<file path="src/rtl/uart_tx_sched.sv">
// ----------------------------------------------------------------------------
// uart_tx_sched
//
// Shares one UART transmitter among NREQ byte-stream requesters. Requesters
// are granted round-robin, one whole packet at a time. Granted bytes go into
// a DEPTH-entry FIFO whose head is presented to the transmitter as
// tx_din / tx_thre. One entry is retired on each rising edge of the
// transmitter's level-type pop signal.
//
// Ports
//   clk, rst        clock; asynchronous active-high reset
//   req_valid[i]    requester i offers a byte
//   req_data        byte of requester i at [8i+7:8i]
//   req_last[i]     offered byte ends the packet
//   req_ready[i]    byte of requester i accepted this cycle
//   tx_pop          transmitter pop (level, may stay high many cycles)
//   tx_sreg_empty   transmitter shift register empty
//   tx_din          FIFO head byte (8'h00 while empty)
//   tx_thre         1 = FIFO empty
//   grant_id        current / last granted requester
//   busy            high while a packet is being transferred
//   fifo_count      FIFO occupancy
//   timeout_err     one-cycle pulse when a stalled grant is revoked
//
// Optional feature (macro UART_TX_SCHED_BREAK_EN):
//   brk_req         pulse requesting a line break
//   tx_set_break    to transmitter set_break, high for BREAK_CYCLES cycles
// ----------------------------------------------------------------------------
module uart_tx_sched #(
    parameter int NREQ    = 4,
    parameter int DEPTH   = 16,
    parameter int TIMEOUT = 255
`ifdef UART_TX_SCHED_BREAK_EN
    ,
    parameter int BREAK_CYCLES = 4096
`endif
) (
    input  logic                       clk,
    input  logic                       rst,
    input  logic [NREQ-1:0]            req_valid,
    input  logic [8*NREQ-1:0]          req_data,
    input  logic [NREQ-1:0]            req_last,
    output logic [NREQ-1:0]            req_ready,
    input  logic                       tx_pop,
    input  logic                       tx_sreg_empty,
    output logic [7:0]                 tx_din,
    output logic                       tx_thre,
    output logic [$clog2(NREQ)-1:0]    grant_id,
    output logic                       busy,
    output logic [$clog2(DEPTH):0]     fifo_count,
`ifdef UART_TX_SCHED_BREAK_EN
    input  logic                       brk_req,
    output logic                       tx_set_break,
`endif
    output logic                       timeout_err
);

    localparam int IDW = $clog2(NREQ);
    localparam int AW  = $clog2(DEPTH);
    localparam int PW  = AW + 1;
    localparam int IW  = 16;

    typedef enum logic {
        ST_ARB  = 1'b0,
        ST_XFER = 1'b1
    } state_t;

    state_t            r_state, w_next_state;
    logic [IDW-1:0]    r_ptr;
    logic [IDW-1:0]    r_grant;
    logic [IW-1:0]     r_idle;
    logic              r_timeout_err;
    logic              r_pop_q;
    logic [PW-1:0]     r_wr_ptr, r_rd_ptr;
    logic [7:0]        r_mem [DEPTH];

    logic [NREQ-1:0]   w_ready;
    logic [IDW-1:0]    w_sel, w_cand;
    logic              w_any, w_load_grant, w_accept, w_timeout;
    logic              w_full, w_empty, w_retire, w_brk_block;

    // Pointers carry one extra wrap bit so full and empty are distinguishable.
    assign w_full  = (r_wr_ptr[AW] != r_rd_ptr[AW]) &&
                     (r_wr_ptr[AW-1:0] == r_rd_ptr[AW-1:0]);
    assign w_empty = (r_wr_ptr == r_rd_ptr);
    // Only the rising edge of pop retires an entry; a rise on empty is dropped.
    assign w_retire = tx_pop && !r_pop_q && !w_empty;

    // NOTE: every signal driven here gets a default first, so no path can
    // leave it unassigned and infer a latch.
    always_comb begin
        w_next_state = r_state;
        w_ready      = '0;
        w_sel        = '0;
        w_cand       = '0;
        w_any        = 1'b0;
        w_load_grant = 1'b0;
        w_accept     = 1'b0;
        w_timeout    = 1'b0;

        // Scan from the farthest candidate down to ptr+1 so the nearest
        // requester after the last grant is the one that sticks.
        for (int k = NREQ; k >= 1; k--) begin
            w_cand = IDW'((int'(r_ptr) + k) % NREQ);
            if (req_valid[w_cand]) begin
                w_sel = w_cand;
                w_any = 1'b1;
            end
        end

        unique case (r_state)
            ST_ARB: begin
                if (w_any && !w_brk_block) begin
                    w_load_grant = 1'b1;
                    w_next_state = ST_XFER;
                end
            end
            ST_XFER: begin
                w_ready[r_grant] = !w_full;
                w_accept         = req_valid[r_grant] && !w_full;
                if (w_accept) begin
                    if (req_last[r_grant]) w_next_state = ST_ARB;
                end else if (!req_valid[r_grant] &&
                             (r_idle == IW'(TIMEOUT - 1))) begin
                    w_timeout    = 1'b1;
                    w_next_state = ST_ARB;
                end
            end
            default: w_next_state = ST_ARB;
        endcase
    end

    // NOTE: sequential state uses non-blocking assignments so every register
    // samples the pre-edge values of its peers.
    always_ff @(posedge clk or posedge rst) begin
        if (rst) r_state <= ST_ARB;
        else     r_state <= w_next_state;
    end

    always_ff @(posedge clk or posedge rst) begin
        if (rst) begin
            r_ptr         <= IDW'(NREQ - 1);
            r_grant       <= '0;
            r_idle        <= '0;
            r_timeout_err <= 1'b0;
            r_pop_q       <= 1'b0;
            r_wr_ptr      <= '0;
            r_rd_ptr      <= '0;
        end else begin
            r_pop_q       <= tx_pop;
            r_timeout_err <= w_timeout;
            if (w_load_grant) r_grant <= w_sel;
            if ((w_accept && req_last[r_grant]) || w_timeout) r_ptr <= r_grant;
            // Idle time accumulates only while the granted requester is silent.
            if (r_state == ST_XFER && !req_valid[r_grant] && !w_timeout)
                r_idle <= r_idle + 1'b1;
            else
                r_idle <= '0;
            if (w_accept) r_wr_ptr <= r_wr_ptr + 1'b1;
            if (w_retire) r_rd_ptr <= r_rd_ptr + 1'b1;
        end
    end

    // NOTE: the storage array has no reset; stale contents are unreachable
    // because the head is masked whenever the FIFO is empty.
    always_ff @(posedge clk) begin
        if (w_accept) r_mem[r_wr_ptr[AW-1:0]] <= req_data[{r_grant, 3'b000} +: 8];
    end

`ifdef UART_TX_SCHED_BREAK_EN
    localparam int BW = $clog2(BREAK_CYCLES + 1);
    logic          r_brk_pend, r_brk_active;
    logic [BW-1:0] r_brk_cnt;
    logic          w_brk_start;

    // A break starts only between packets with nothing left to shift out.
    assign w_brk_start = r_brk_pend && !r_brk_active && (r_state == ST_ARB) &&
                         w_empty && tx_sreg_empty;
    assign w_brk_block = r_brk_active || w_brk_start;

    always_ff @(posedge clk or posedge rst) begin
        if (rst) begin
            r_brk_pend   <= 1'b0;
            r_brk_active <= 1'b0;
            r_brk_cnt    <= '0;
        end else begin
            if (brk_req)          r_brk_pend <= 1'b1;
            else if (w_brk_start) r_brk_pend <= 1'b0;
            if (w_brk_start) begin
                r_brk_active <= 1'b1;
                r_brk_cnt    <= '0;
            end else if (r_brk_active) begin
                if (r_brk_cnt == BW'(BREAK_CYCLES - 1)) r_brk_active <= 1'b0;
                r_brk_cnt <= r_brk_cnt + 1'b1;
            end
        end
    end

    assign tx_set_break = r_brk_active;
`else
    logic w_unused_sreg_empty;
    assign w_brk_block         = 1'b0;
    assign w_unused_sreg_empty = tx_sreg_empty;
`endif

    assign req_ready   = w_ready;
    assign tx_din      = w_empty ? 8'h00 : r_mem[r_rd_ptr[AW-1:0]];
    assign tx_thre     = w_empty;
    assign grant_id    = r_grant;
    assign busy        = (r_state == ST_XFER);
    assign fifo_count  = r_wr_ptr - r_rd_ptr;
    assign timeout_err = r_timeout_err;

endmodule

</file>
<file path="config.mk">
export PLATFORM = sky130hd
export DESIGN_NAME = uart_tx_sched
export DESIGN_NICKNAME = d
export VERILOG_FILES = /design/src/rtl/uart_tx_sched.sv
export SDC_FILE = /design/constraint.sdc
export NUM_CORES = 1
export LEC_CHECK = 0
export CAP_MARGIN = 20
export CORE_MARGIN = 2
export CORE_UTILIZATION = 25
export CTS_CLUSTER_DIAMETER = 40
export DETAILED_ROUTE_END_ITERATION = 12
export PLACE_DENSITY = 0.53
export SETUP_SLACK_MARGIN = 0.2
export SLEW_MARGIN = 25
export SYNTH_ARGS = -nofsm -noshare
export SYNTH_HDL_FRONTEND = slang
export SYNTH_SLANG_ARGS = --single-unit
</file>
<file path="constraint.sdc">
create_clock -name clk -period 8 [get_ports clk]
set_input_delay 0.8 -clock clk [delete_from_list [all_inputs] [get_ports clk]]
set_output_delay 0.8 -clock clk [all_outputs]
set_load 0.05 [all_outputs]
</file>
Word level (Yosys, flattened, before mapping)
Memory sizes are Yosys's and may differ from the RTL's.
Cells that the tools add are included.
Word-level totals
  register bits after elaboration: 33
  RAM bits: 128
  input port bits: 44
  output and inout port bits: 22
  logic and storage cells: 82
  memories: 1
Memory list
  r_mem: depth 16, width 8, read ports 1, clocked after Yosys merged registers in 0, wr ports 1, line 75  | logic [7:0] r_mem [DEPTH];
Operators by class
  add/subtract/negate cells: 8
  magnitude comparators: 6
  equality and inequality tests: 4
  shift operators: 1
  multiplexer cells: 37
  bitwise operators: 2
  reductions and logical operators: 15
Operators by type and width (number)
  $shiftx A32 B6 Y8: 1
  $mux W1: 22
  $add A16 B1 Y16 const B: 1
  $eq A16 B8 Y1 const B: 1
  $mux W16: 1
  $lt A2 B3 Y1 const B: 5
  $bmux W1 S2: 6
  $add A5 B1 Y5 const B: 2
  $logic_and A1 B1 Y1: 9
  $mux W2: 4
  $mux W8: 1
  $eq A5 B5 Y1: 1
  $logic_not A1 Y1: 5
  $sub A5 B5 Y5: 1
  $add A2 B1 Y2 const B: 2
  $add A2 B2 Y2 const B: 2
  $and A4 B4 Y4: 1
  $eq A4 B4 Y1: 1
  $mux W4: 1
  $demux W1 S2: 1
  $ge A2 B1 Y1 const B: 1
  $pmux W1 S2: 1
  $logic_or A1 B1 Y1: 1
  $ne A1 B1 Y1: 1
  $not A1 Y1: 1

Depth between registers and ports, before layout
  word-level depth: 10
  depth in mapped cells: 8
  gate-level depth less buffers: 7

Worst setup path before layout
No wires, ideal clock.
  kind: register -> output
  start point: register r_rd_ptr[2]
  end point: output port req_ready[2]
  arrival time: 2.881 ns
  path slack: 4.319 ns
  cell stages (with the launch flop): 7
  buffers on the path: 1
  cells stage by stage: dfrtp_1 > inv_2 > buf_1 > ha_1 > nand4_1 > o21ai_0 > nor3b_1
Between the ends
  cells in the longest elaborated chain, start to end: 5
RTL lines
  start: declaration: line 74  | logic [PW-1:0] r_wr_ptr, r_rd_ptr;
  start signal: assignment: line 160  | if (w_retire) r_rd_ptr <= r_rd_ptr + 1'b1;
  $eq A4 B4 Y1: line 84  | (r_wr_ptr[AW-1:0] == r_rd_ptr[AW-1:0]);
  $logic_and A1 B1 Y1: line 83  | assign w_full = (r_wr_ptr[AW] != r_rd_ptr[AW]) &&
  $logic_not A1 Y1: line 119  | w_ready[r_grant] = !w_full;
  $and A4 B4 Y4 (no source line)
  $mux W4: line 111  | unique case (r_state)
  end: declaration: line 43  | output logic [NREQ-1:0] req_ready,
Every way passes these cells.

Final worst setup path
  start point: register r_rd_ptr[2]
  end point: output port tx_din[2]
Between the ends
  cells in the longest elaborated chain, start to end: 2
  elaborated cells on any way between the ends: 3
  those cells by class: eq/ne (1); mux (1); memory (1)
RTL lines
  $mem_v2 Z16 W8 / $eq A5 B5 Y1 (equally long branches)
  $mux W8 *: line 207  | assign tx_din = w_empty ? 8'h00 : r_mem[r_rd_ptr[AW-1:0]];
  end: declaration: line 46  | output logic [7:0] tx_din,
Mark *: on every way between the ends. The rest lies on a longest branch, timed or not.

==> metrics.yaml <==
global_route:
  grt_use_met3: 0.02836
  use_met2: 0.1727
  grt-ovfl-total: 0
  grt_max_degree: 36
  grt.busiest_layer: "met2"
  grt_pass1_wl_um: 23470
  antenna_found_initial: 0
  use_met1: 0.1320
  track_usage: 0.1028
  grt_pass1_vias: 4149
synthesis:
  syn_inst: 416
  synth_compound_area_frac: 0.03097
  synthesis.area_um2: 7152
  yosys_warnings: 0
  ys_types: 48
  synth-simple-area-share: 0.07768
  synthXorXnorAreaFrac: 0.02939
  muxShareOfSynthArea: 0.1613
  synthAdderAreaFrac: 0.02204
  ys_seq_elements: 161
  synth_top_family_by_area: "multiplexers"
  syn_nets: 472
  ys_seq_area_frac: 0.6533
  avgSynthCellArea_um2: 17.19
place:
  post-dp-hpwl_um: 10350
  pre_cts_ws_ps: 4085
  globalplace.congestion: 0.7391
  io_buffers: 64
cells_and_area:
  syn_to_final_growth_pct: 22.90
  layout.nets: 537
  antenna_cells: 0
  fin_util: 0.3138
  drive_above_1_share: 0.1943
power:
  netSwitchingFraction: 0.3986
  internal_power_w: 0.002209
  p_seq_frac: 0.335
  ir_worst_vdd_mv: 0.3996
  p_clk_frac: 0.228
  power_density_nw_per_um2: 417.9
  p_sw_w: 0.001464
  power_leakage_nw: 3.006
  comb_power_share: 0.437
clock_tree:
  cts_sinks: 161
  cts_tree: "yes"
  cts_setup_buffers: 0
  cts_inserted_buffers: 17
  cts_root_buffer: "clkbuf_16"
  cts.repair.resized: 0
  clkLatencyLatePin_ps: 430
  cts_buffer_depth: 2
  clk_pin_slew_ps: 60
  hold_buffers: 0
  htree_levels: 4
drt:
  dr.pass1.iters: 4
  wirelength_um: 15070
  ant_nets: 0
  wire_per_inst_um: 17.28
  drtIter0Drc: 266
  num_vias: 3850
  drcViolationCount: 0
  vias_per_cell: 4.415
floorplan:
  design.portCount: 66
  die_x_um: 173.1
  start_util: 0.2553
  dieHeight_um: 173.1
  die-area_um2: 29980
  fp-row-count: 61
  core_um2: 28010
sta:
  max_freq_ghz: 0.2277
  drv_slew: 0
  timing.final.ws_setup_ps: 3608
  max_slew_margin: 0.4351
  rsz0062_at_grt: "no"
  skew_ps: 12.64
  finalSetupTns_ps: 0
  tightest_slew_ps: 847.3
  period_share: 0.5490
  setup_violations: 0
  finalCriticalPeriod_ps: 4392
  hold_violations: 0
critical_path:
  crit_arrival_ps: 3590
  worstPathCellList: "inv_2 -> ha_1 -> and4_1 -> nand2_1 -> nand2_1 -> o22ai_1 -> clkdlybuf4s50_1"
  critPathRequiredTime_ps: 7200
  path_class: "register to primary output"
  critical_path.most_common_cell: "nand2_1"
  slowest_delay_ps: 890
  cp-end-kind: "primary output"
  crit_fanout: 17
  start_kind: "register"
  slowest_stage: "clkdlybuf4s50_1"
job:
  maxCapViolations: 0
outcome:
  status: "completed"
hold_path:
  hold_path.class: "register to register"
cells in the mapped netlist (all sizes together):
cell     number  share of area
o41a          1         0.0016
nand4        12          0.010
clkbuf       10         0.0052
ha           11          0.019
nor4b         1         0.0012
and2         18          0.016
edfxtp      128           0.54
dfrtp        31           0.11
mux4         42           0.13
a21o          2         0.0021
o21bai        1         0.0011
nand2        13         0.0068
or3           1        0.00088
mux2          2         0.0042
xor2         12          0.015
and3          2         0.0017
o2bb2ai       1         0.0021
nor4          1        0.00088
o31ai         2         0.0021
or4           1         0.0011
o21ai         6         0.0042
dfstp         2         0.0073
nor3b         4         0.0042
inv          17         0.0089
nor4bb        1         0.0014
a21oi         8         0.0056
nor2         17          0.018
and4          4         0.0049
o211a         1         0.0014
nand2b        3         0.0047
fa            1         0.0028
nand3         5         0.0035
o22ai         9         0.0079
o211ai        1         0.0011
nor3          3         0.0021
o21a          1         0.0011
a31oi         1        0.00088
mux2i        17          0.024
buf          11          0.011
xnor2        12          0.015
worst paths after layout:
kind	startpoint	end	slack, ps	depth (start not counted)
min	r_idle[0]	r_idle[0]	490	1
min in group asynchronous	rst	r_idle[7]	770	3
max	r_rd_ptr[2]	tx_din[2]	3610	7
max in group asynchronous	rst	r_ptr[0]	6890	3
min reg2reg	r_idle[0]	r_idle[0]	490	1
max reg2reg	r_rd_ptr[2]	r_mem[6][6]	5090	6
stage by stage:
stage	hold slack [ps]	cells	area, um^2	total power (W)
after floorplan	453.1	416	7152	0.002380
after global routing	507.0	872	8790	0.003849
final	487.3	872	8790	0.003673
after CTS	487.8	872	8787	0.003718
after detailed placement	477.3	840	8172	0.002877
after global placement	470.7	840	8172	0.002844
cells in the final DEF, fill, tap and decap left out, types with 5 or more instances in the layout:
master / synthesis / routed
a21oi_1: 8 / 8
and2_1: 18 / 18
clkbuf_16: 0 / 17
clkdlybuf4s50_1: 0 / 64
dfrtp_1: 31 / 30
edfxtp_1: 128 / 128
ha_1: 11 / 11
inv_1: 16 / 16
inv_6: 0 / 6
mux2i_1: 17 / 17
mux4_2: 40 / 40
nand2_1: 13 / 13
nand3_1: 5 / 5
nand4_1: 12 / 12
nor2_1: 7 / 6
nor2_4: 8 / 8
o21ai_0: 6 / 6
o22ai_1: 9 / 9
xnor2_1: 12 / 12
xor2_1: 12 / 12
power by group through the flow:
stage	Sequential, W	Combinational, W	Clock, W
final	0.00123	0.00161	0.000836
after global routing	0.00125	0.00172	0.000884
after CTS	0.00123	0.00163	0.000850
after detailed placement	0.00125	0.00163	0
after global placement	0.00124	0.00160	0
after floorplan	0.00121	0.00117	0
per-layer routing:
metal  vias to the layer above  share of wire
met3                        13          0.034
met4                         0         0.0083
met2                        65           0.50
met5                         -              0
met1                      2002           0.46
li1                       1770              -
critical path: cells and delay by family (launching register included):
family / cells / cell delay [ps]
buf+inv: 2 / 1340
compound gates: 1 / 410
simple gates: 3 / 590
flops: 1 / 430
fa+ha+maj: 1 / 400
sequential cells by signal, summed over array words and instances (netlist names):
name and count:
r_pop_q 1, r_idle 16, busy 1, r_ptr 2, timeout_err 1, grant_id 2
r_wr_ptr 5, r_rd_ptr 5, r_mem 128
logic make-up (layout without fill, tap and decap cells):
| logic type | count (synthesis) | in the layout |
|---|---|---|
| AND/OR/NAND/NOR | 86 | 86 |
| buffers and inverters | 38 | 116 |
| multiplexers | 61 | 61 |
| XOR/XNOR | 24 | 24 |
| flip-flops | 161 | 161 |
| AO/OA/AOI/OAI | 34 | 34 |
| adder cells (fa/ha/maj) | 12 | 12 |
area by class of cell:
type,count,area [um^2]
Inverter,17,63.81
Clock inverter,15,190.2
Multi-Input combinational cell,217,2301
Sequential cell,161,4673
Timing Repair Buffer,67,663.1
Tap cell,378,473.0
Fill cell,2733,19220
Clock buffer,17,425.4
Note: power is estimated with default switching activity, not from simulation.
